<file path="config.mk">
export PLATFORM = sky130hd
export DESIGN_NAME = rom_loader
export DESIGN_NICKNAME = d
export VERILOG_FILES = /design/src/rtl/riscv_pkg.sv /design/src/rtl/rom_loader_byte_to_word.sv /design/src/rtl/rom_loader.sv
export SDC_FILE = /design/constraint.sdc
export NUM_CORES = 1
export LEC_CHECK = 0
export ABC_AREA = 1
export CAP_MARGIN = 10
export CORE_ASPECT_RATIO = 0.7
export CORE_MARGIN = 2
export CORE_UTILIZATION = 25
export DETAILED_ROUTE_END_ITERATION = 8
export GPL_ROUTABILITY_DRIVEN = 0
export PLACE_DENSITY = 0.45
export SYNTH_ARGS = -nofsm -noshare
export SYNTH_HDL_FRONTEND = slang
export SYNTH_SLANG_ARGS = --single-unit
</file>
<file path="constraint.sdc">
create_clock -name clk -period 2.51 [get_ports clk]
set_input_delay 0.251 -clock clk [delete_from_list [all_inputs] [get_ports clk]]
set_output_delay 0.251 -clock clk [all_outputs]
set_load 0.02 [all_outputs]
</file>
<file path="src/rtl/riscv_pkg.sv">
// Shared definitions for the program loader: bus width and loader FSM encodings.
package riscv_pkg;

  localparam int XLEN = 32;

  typedef enum logic [2:0] {
    S_LEN  = 3'd0,
    S_DATA = 3'd1,
    S_CHK  = 3'd2,
    S_DONE = 3'd3,
    S_ERR  = 3'd4
  } state_e;

endpackage

</file>
<file path="src/rtl/rom_loader_byte_to_word.sv">
// Little-endian byte-to-word assembler. word_vld_o pulses combinationally with the
// 4th accepted byte; word_o is valid in that same cycle.
module byte_to_word
  import riscv_pkg::*;
(
  input  logic            clk,
  input  logic            rstn,
  input  logic            clr_i,
  input  logic            vld_i,
  input  logic [7:0]      byte_i,
  output logic [XLEN-1:0] word_o,
  output logic            word_vld_o
);

  logic [1:0]  cnt_q, cnt_d;
  logic [23:0] buf_q, buf_d;

  always_ff @(posedge clk or negedge rstn) begin
    if (!rstn) begin
      cnt_q <= '0;
      buf_q <= '0;
    end else begin
      cnt_q <= cnt_d;
      buf_q <= buf_d;
    end
  end

  always_comb begin
    cnt_d = cnt_q;
    buf_d = buf_q;
    if (clr_i) begin
      cnt_d = '0;
      buf_d = '0;
    end else if (vld_i) begin
      cnt_d = cnt_q + 2'd1;
      unique case (cnt_q)
        2'd0:    buf_d[7:0]   = byte_i;
        2'd1:    buf_d[15:8]  = byte_i;
        2'd2:    buf_d[23:16] = byte_i;
        default: buf_d        = buf_q;
      endcase
    end
  end

  assign word_o     = {byte_i, buf_q};
  assign word_vld_o = vld_i && !clr_i && (cnt_q == 2'd3);

endmodule

</file>
<file path="src/rtl/rom_loader.sv">
// Byte-stream ROM loader: LEN, data words, optional XOR checksum; releases core reset on success.
// Checksum byte is present only when ROM_LOADER_CHKSUM_EN is defined.
module rom_loader
  import riscv_pkg::*;
#(
  parameter int              DEPTH_WORDS = 4096,
  parameter logic [XLEN-1:0] BASE_ADDR   = 32'h0000_0000
) (
  input  logic            clk,
  input  logic            rstn,
  input  logic [7:0]      rx_data,
  input  logic            rx_valid,
  output logic            rx_ready,
  input  logic            load_start,
  output logic            rom_we,
  output logic [XLEN-1:0] rom_waddr,
  output logic [XLEN-1:0] rom_wdata,
  output logic            core_rstn,
  output logic            load_done,
  output logic            load_err
);

`ifdef ROM_LOADER_CHKSUM_EN
  localparam state_e S_FIN = S_CHK;
`else
  localparam state_e S_FIN = S_DONE;
`endif

  state_e          state_q, state_d;
  logic [XLEN-1:0] len_q, len_d;
  logic [XLEN-1:0] widx_q, widx_d;
  logic            we_q, we_d;
  logic [XLEN-1:0] waddr_q, waddr_d;
  logic [XLEN-1:0] wdata_q, wdata_d;
  logic            accept;
  logic            w_vld;
  logic [XLEN-1:0] word;

  // A byte arriving with load_start is dropped.
  assign accept = rx_valid && rx_ready && !load_start;

  byte_to_word u_b2w (
    .clk       (clk),
    .rstn      (rstn),
    .clr_i     (load_start),
    .vld_i     (accept && (state_q == S_LEN || state_q == S_DATA)),
    .byte_i    (rx_data),
    .word_o    (word),
    .word_vld_o(w_vld)
  );

  always_ff @(posedge clk or negedge rstn) begin
    if (!rstn) begin
      state_q <= S_LEN;
      len_q   <= '0;
      widx_q  <= '0;
      we_q    <= 1'b0;
      waddr_q <= BASE_ADDR;
      wdata_q <= '0;
    end else begin
      state_q <= state_d;
      len_q   <= len_d;
      widx_q  <= widx_d;
      we_q    <= we_d;
      waddr_q <= waddr_d;
      wdata_q <= wdata_d;
    end
  end

`ifdef ROM_LOADER_CHKSUM_EN
  logic [7:0] chk_q, chk_d;

  always_ff @(posedge clk or negedge rstn) begin
    if (!rstn) chk_q <= '0;
    else       chk_q <= chk_d;
  end

  always_comb begin
    chk_d = chk_q;
    if (load_start)                        chk_d = '0;
    else if (accept && state_q == S_DATA)  chk_d = chk_q ^ rx_data;
  end
`endif

  always_comb begin
    state_d = state_q;
    len_d   = len_q;
    widx_d  = widx_q;
    if (load_start) begin
      state_d = S_LEN;
      len_d   = '0;
      widx_d  = '0;
    end else begin
      unique case (state_q)
        S_LEN: if (w_vld) begin
          len_d = word;
          if (word == '0)                     state_d = S_FIN;
          else if (word > XLEN'(DEPTH_WORDS)) state_d = S_ERR;
          else                                state_d = S_DATA;
        end
        S_DATA: if (w_vld) begin
          widx_d = widx_q + 32'd1;
          if (widx_q + 32'd1 == len_q) state_d = S_FIN;
        end
`ifdef ROM_LOADER_CHKSUM_EN
        S_CHK: if (accept) state_d = (rx_data == chk_q) ? S_DONE : S_ERR;
`endif
        default: state_d = state_q;
      endcase
    end
  end

  // Write port: registered, one-cycle strobe after each word's 4th byte.
  always_comb begin
    we_d    = (state_q == S_DATA) && w_vld;
    waddr_d = waddr_q;
    wdata_d = wdata_q;
    if (we_d) begin
      waddr_d = BASE_ADDR + (widx_q << 2);
      wdata_d = word;
    end
  end

  // Hold off completion while the last word is still being written.
  always_comb begin
    rx_ready  = (state_q == S_LEN) || (state_q == S_DATA) || (state_q == S_CHK);
    load_done = (state_q == S_DONE) && !we_q;
    core_rstn = load_done;
    load_err  = (state_q == S_ERR);
  end

  assign rom_we    = we_q;
  assign rom_waddr = waddr_q;
  assign rom_wdata = wdata_q;

endmodule

</file>
==> results of run 1 <==
-- registers in the layout, summed over array words and instances, names as in the netlist --
| signal | cells |
|---|---|
| u_b2w.cnt_q | 2 |
| widx_q | 32 |
| rom_wdata | 32 |
| rom_waddr | 30 |
| u_b2w.buf_q | 24 |
| state_q | 3 |
| rom_we | 1 |
| len_q | 32 |
-- cell families (layout without fill, tap and decap cells) --
| family | count (synthesis) | after routing | share of synthesized area |
|---|---|---|---|
| other | 1 | 2 | 0.0004948 |
| AO/OA/AOI/OAI | 160 | 160 | 0.1134 |
| XOR/XNOR | 2 | 2 | 0.002312 |
| flip-flops | 156 | 156 | 0.5151 |
| AND/OR/NAND/NOR | 494 | 494 | 0.2825 |
| buffers and inverters | 154 | 267 | 0.07792 |
| adder cells (fa/ha/maj) | 5 | 5 | 0.008255 |
-- where the power goes --
part / switching, uW / leakage (uW) / internal, uW
Clock: 1130 / 0.000293 / 1530
Sequential: 28.7 / 0.00213 / 2570
Combinational: 259 / 0.00201 / 98.5
Total: 1420 / 0.00443 / 4200
-- worst min path at each step --
stage,from,endpoint,slack (ps),cells after the start
after floorplan,rstn,len_q[0]$_DFFE_PN0P_,-40,0
after global placement,rstn,rom_waddr[2]$_DFFE_PN0P_,260,1
after detailed placement,rstn,rom_waddr[2]$_DFFE_PN0P_,260,1
after CTS,rstn,widx_q[0]$_DFFE_PN0P_,380,2
after global routing,rstn,rom_waddr[2]$_DFFE_PN0P_,410,2
final,rstn,rom_waddr[2]$_DFFE_PN0P_,360,2
-- routing by layer --
metal / wire (um) / share of wire / vias to the layer above
met4: 356 / 0.015 / 0
met1: 13020 / 0.54 / 3124
met5: 0 / 0 / -
met3: 1294 / 0.053 / 24
met2: 9637 / 0.40 / 160
li1: - / - / 3341
-- timing repair --
| action | in CTS | in global routing |
|---|---|---|
| endpoints found under the setup margin | 2 | 3 |
| endpoints found under the hold margin | 52 | 0 |
| resized for setup | 1 | 32 |
| setup buffers | 0 | 11 |
| hold buffers | 1 | 0 |
| pin swaps | 0 | 18 |
-- cell usage after synthesis (3+ instances only) --
cell                       count  area share
sky130_fd_sc_hd__nand2_1     313        0.16
sky130_fd_sc_hd__dfrtp_1     156        0.52
sky130_fd_sc_hd__inv_1       117       0.058
sky130_fd_sc_hd__o21ai_0     115       0.076
sky130_fd_sc_hd__nand3_1      82       0.054
sky130_fd_sc_hd__nor2_1       60       0.030
sky130_fd_sc_hd__o22ai_1      38       0.031
sky130_fd_sc_hd__clkbuf_1     29       0.014
sky130_fd_sc_hd__nand4_1       9      0.0074
sky130_fd_sc_hd__nor4_1        6      0.0050
sky130_fd_sc_hd__ha_1          5      0.0083
sky130_fd_sc_hd__nor2_2        4      0.0033
sky130_fd_sc_hd__nor2_8        4       0.011
sky130_fd_sc_hd__buf_4         3      0.0030
sky130_fd_sc_hd__inv_2         3      0.0015
sky130_fd_sc_hd__nand2_2       3      0.0025
sky130_fd_sc_hd__nand2_4       3      0.0045
sky130_fd_sc_hd__nor2_4        3      0.0045
sky130_fd_sc_hd__nor3_1        3      0.0020
-- per-stage QoR --
step                  util  cells  hold WS, ps  setup slack [ps]  TNS, ps
global placement    0.3001   1454        259.4             73.06        0
global route        0.3265   1498        407.3            -56.04   -95.08
floorplan                -    973       -44.59             471.5        0
detailed placement  0.3001   1454        256.0            -11.56   -12.51
CTS                 0.3204   1487        375.8             26.32        0
finish              0.3265   1498        356.0             156.1        0
-- cell type report --
| cell class | count | area, um^2 |
|---|---|---|
| clock buffers | 20 | 456.7 |
| well taps | 412 | 515.5 |
| inverters | 121 | 459.2 |
| flip-flops and latches | 156 | 3915 |
| clock inverters | 12 | 137.6 |
| fillers | 3253 | 20140 |
| multi-input cells | 663 | 3168 |
| repair buffers | 114 | 1112 |
==> summary.log, run 1 <==
INFO  timing         max_freq=424.8MHz
INFO  pwr            power.static_leakage=0.004429uW
INFO  routing        first_pass_iters=5
INFO  global_routing grt_start_max_net_pins=80
INFO  global_routing grt_most_used_layer=met1
INFO  clock_network  clock_tree_from_tritoncts=done
INFO  setup_path     arrival_time_at_the_worst_endpoint=2690ps
INFO  setup_path     max_incr_delay_on_cp=400ps
INFO  floorplanning  die_area=0.03175mm^2
INFO  setup_path     start_kind=register
INFO  setup_path     worst_path_class_setup=register to register
INFO  yosys          postSynthRegisterBits=156
INFO  routing        avgRoutedWirePerCell=16.23um
INFO  clock_network  cts_root_buf=sky130_fd_sc_hd__clkbuf_16
INFO  timing         finalSetupViolCount=0
INFO  clock_network  cts-root-to-sink-buffers=2
INFO  placed_design  hpwl=17870um
INFO  clock_network  tritoncts_num_sinks=156
INFO  global_routing overflow=0
INFO  yosys          netlist_area=0.007579mm^2
INFO  yosys          yosys_warnings=0
INFO  global_routing vias_in_the_first_global_route=6449
INFO  routing        ant_nets=0
INFO  layout         finish.net_count=1090
INFO  setup_path     crit_required=2850ps
INFO  routing        post-route-drc-count=0
INFO  placed_design  buffer_ports.inserted=78
INFO  yosys          synth_async_sr_flop_share=1.000
INFO  floorplanning  die_height=149.7um
INFO  setup_path     cp_num_cells=16
INFO  timing         grt_setup_unrepaired=true
INFO  layout         layout-drive-gt1-share=0.1031
INFO  global_routing grt_use_met1=0.2519
INFO  timing         clock-skew-final=10.77ps
INFO  floorplanning  floorplan.core_area=0.02991mm^2
INFO  yosys          synthesis.area_per_instance=7.797um^2
INFO  layout         area_delta_synth_final=28.84%
INFO  yosys          ys_seq_area_frac=0.5151
INFO  routing        initial_drc_count=529
INFO  timing         slew-limit-headroom=0.5824
INFO  floorplanning  io_pins=81
INFO  setup_path     cp.buffers_inverters=0
INFO  setup_path     cp-endpoint=state_q[0]$_DFFE_PN0P_
INFO  layout         layout_common_cells=308 x sky130_fd_sc_hd__nand2_1, 147 x sky130_fd_sc_hd__dfrtp_1, 116 x sky130_fd_sc_hd__inv_1
INFO  setup_path     cpMaxStageDelayCell=sky130_fd_sc_hd__dfrtp_2
INFO  routing        dr_total_vias=6649
INFO  setup_path     timing.critical_path.mode_cell=sky130_fd_sc_hd__nand2_1
INFO  setup_path     cp-startpoint=widx_q[1]$_DFFE_PN0P_
INFO  layout         final_area=0.009764mm^2
INFO  pwr            p_per_area=574.9mW/mm^2
INFO  yosys          synth_cells=972
INFO  yosys          synth.distinct_cells=31
INFO  clock_network  total_cts_buffers=17
INFO  yosys          synth_ff_type=sky130_fd_sc_hd__dfrtp_1
INFO  clock_network  worstSkewPairLatency=450ps
INFO  setup_path     reg2reg_slack=160ps
INFO  global_routing groute.layer.met3.usage=0.03631
INFO  timing         final-max-slew-violation-count=0
INFO  global_routing grt_antenna_before_repair=0
INFO  timing         max_slew.worst_pin.slew=624.0ps
INFO  status         outcome=complete, no violations
INFO  clock_network  deepest_level_of_the_cts_h_tree=4
INFO  pwr            ir_drop=0.0004292V
INFO  setup_path     path_cells=ha_4 > nand2_4 > nor2_8 > nand2_4 > nor2_8 > nand3_1 > nand3_1 > nand2_1 > nor2_1 > nand2_1 > nor2_2 > nand2_1 > o21bai_2 > nand2_1 > nand2_1 > nand2_1
INFO  routing        route.detailed.vias_per_inst=4.439
INFO  flow_run       drv_cap=0
INFO  timing         finalCritPeriodShare=0.9378
INFO  layout         final_common_cell=sky130_fd_sc_hd__nand2_1
INFO  setup_path     path_delay_family=simple AND/OR/NAND/NOR gates
INFO  timing         finalHoldViolCount=0
INFO  setup_path     worstRegToRegCells=16
INFO  setup_path     largest_fanout_on_the_critical_path=7
INFO  floorplanning  floorplan.initialDensity=0.2534
INFO  floorplanning  rows=53
INFO  global_routing global_route_wire_length_before_repair=38430um
INFO  hold_path      hold_path_class=primary input to asynchronous set/reset pin
INFO  global_routing globalRouteMet2Util=0.2161
INFO  pwr            power=5613uW
INFO  routing        route.final.wire_length=24310um
INFO  placed_design  place_area=0.008976mm^2
INFO  global_routing global_route.usage.total=0.1621
INFO  clock_network  path_clk_slew=70ps
INFO  setup_path     reg_to_reg_critical_path_endpoint=state_q[0]$_DFFE_PN0P_
INFO  yosys          synth_enable_flop_cells=0
INFO  timing         final.min_clock_period=2354ps
INFO  setup_path     crit_path_end_kind=register
INFO  floorplanning  die_w=212.1um
INFO  setup_path     regToRegStartpoint=widx_q[1]$_DFFE_PN0P_
INFO  layout         antenna_cells=0
Power figures use the tool's default switching activity.
==> inputs of run 2 (changes only) <==
CTS_CLUSTER_SIZE = 12   (was default)
GPL_TIMING_DRIVEN = 1   (was default)
==> results of run 2 <==
Final layout, timing and power as in run 1 (identical DEF).
==> inputs of run 3 (changes only) <==
SLEW_MARGIN = 20   (was default)
==> results of run 3 <==
Final layout, timing and power as in run 1 (identical DEF).
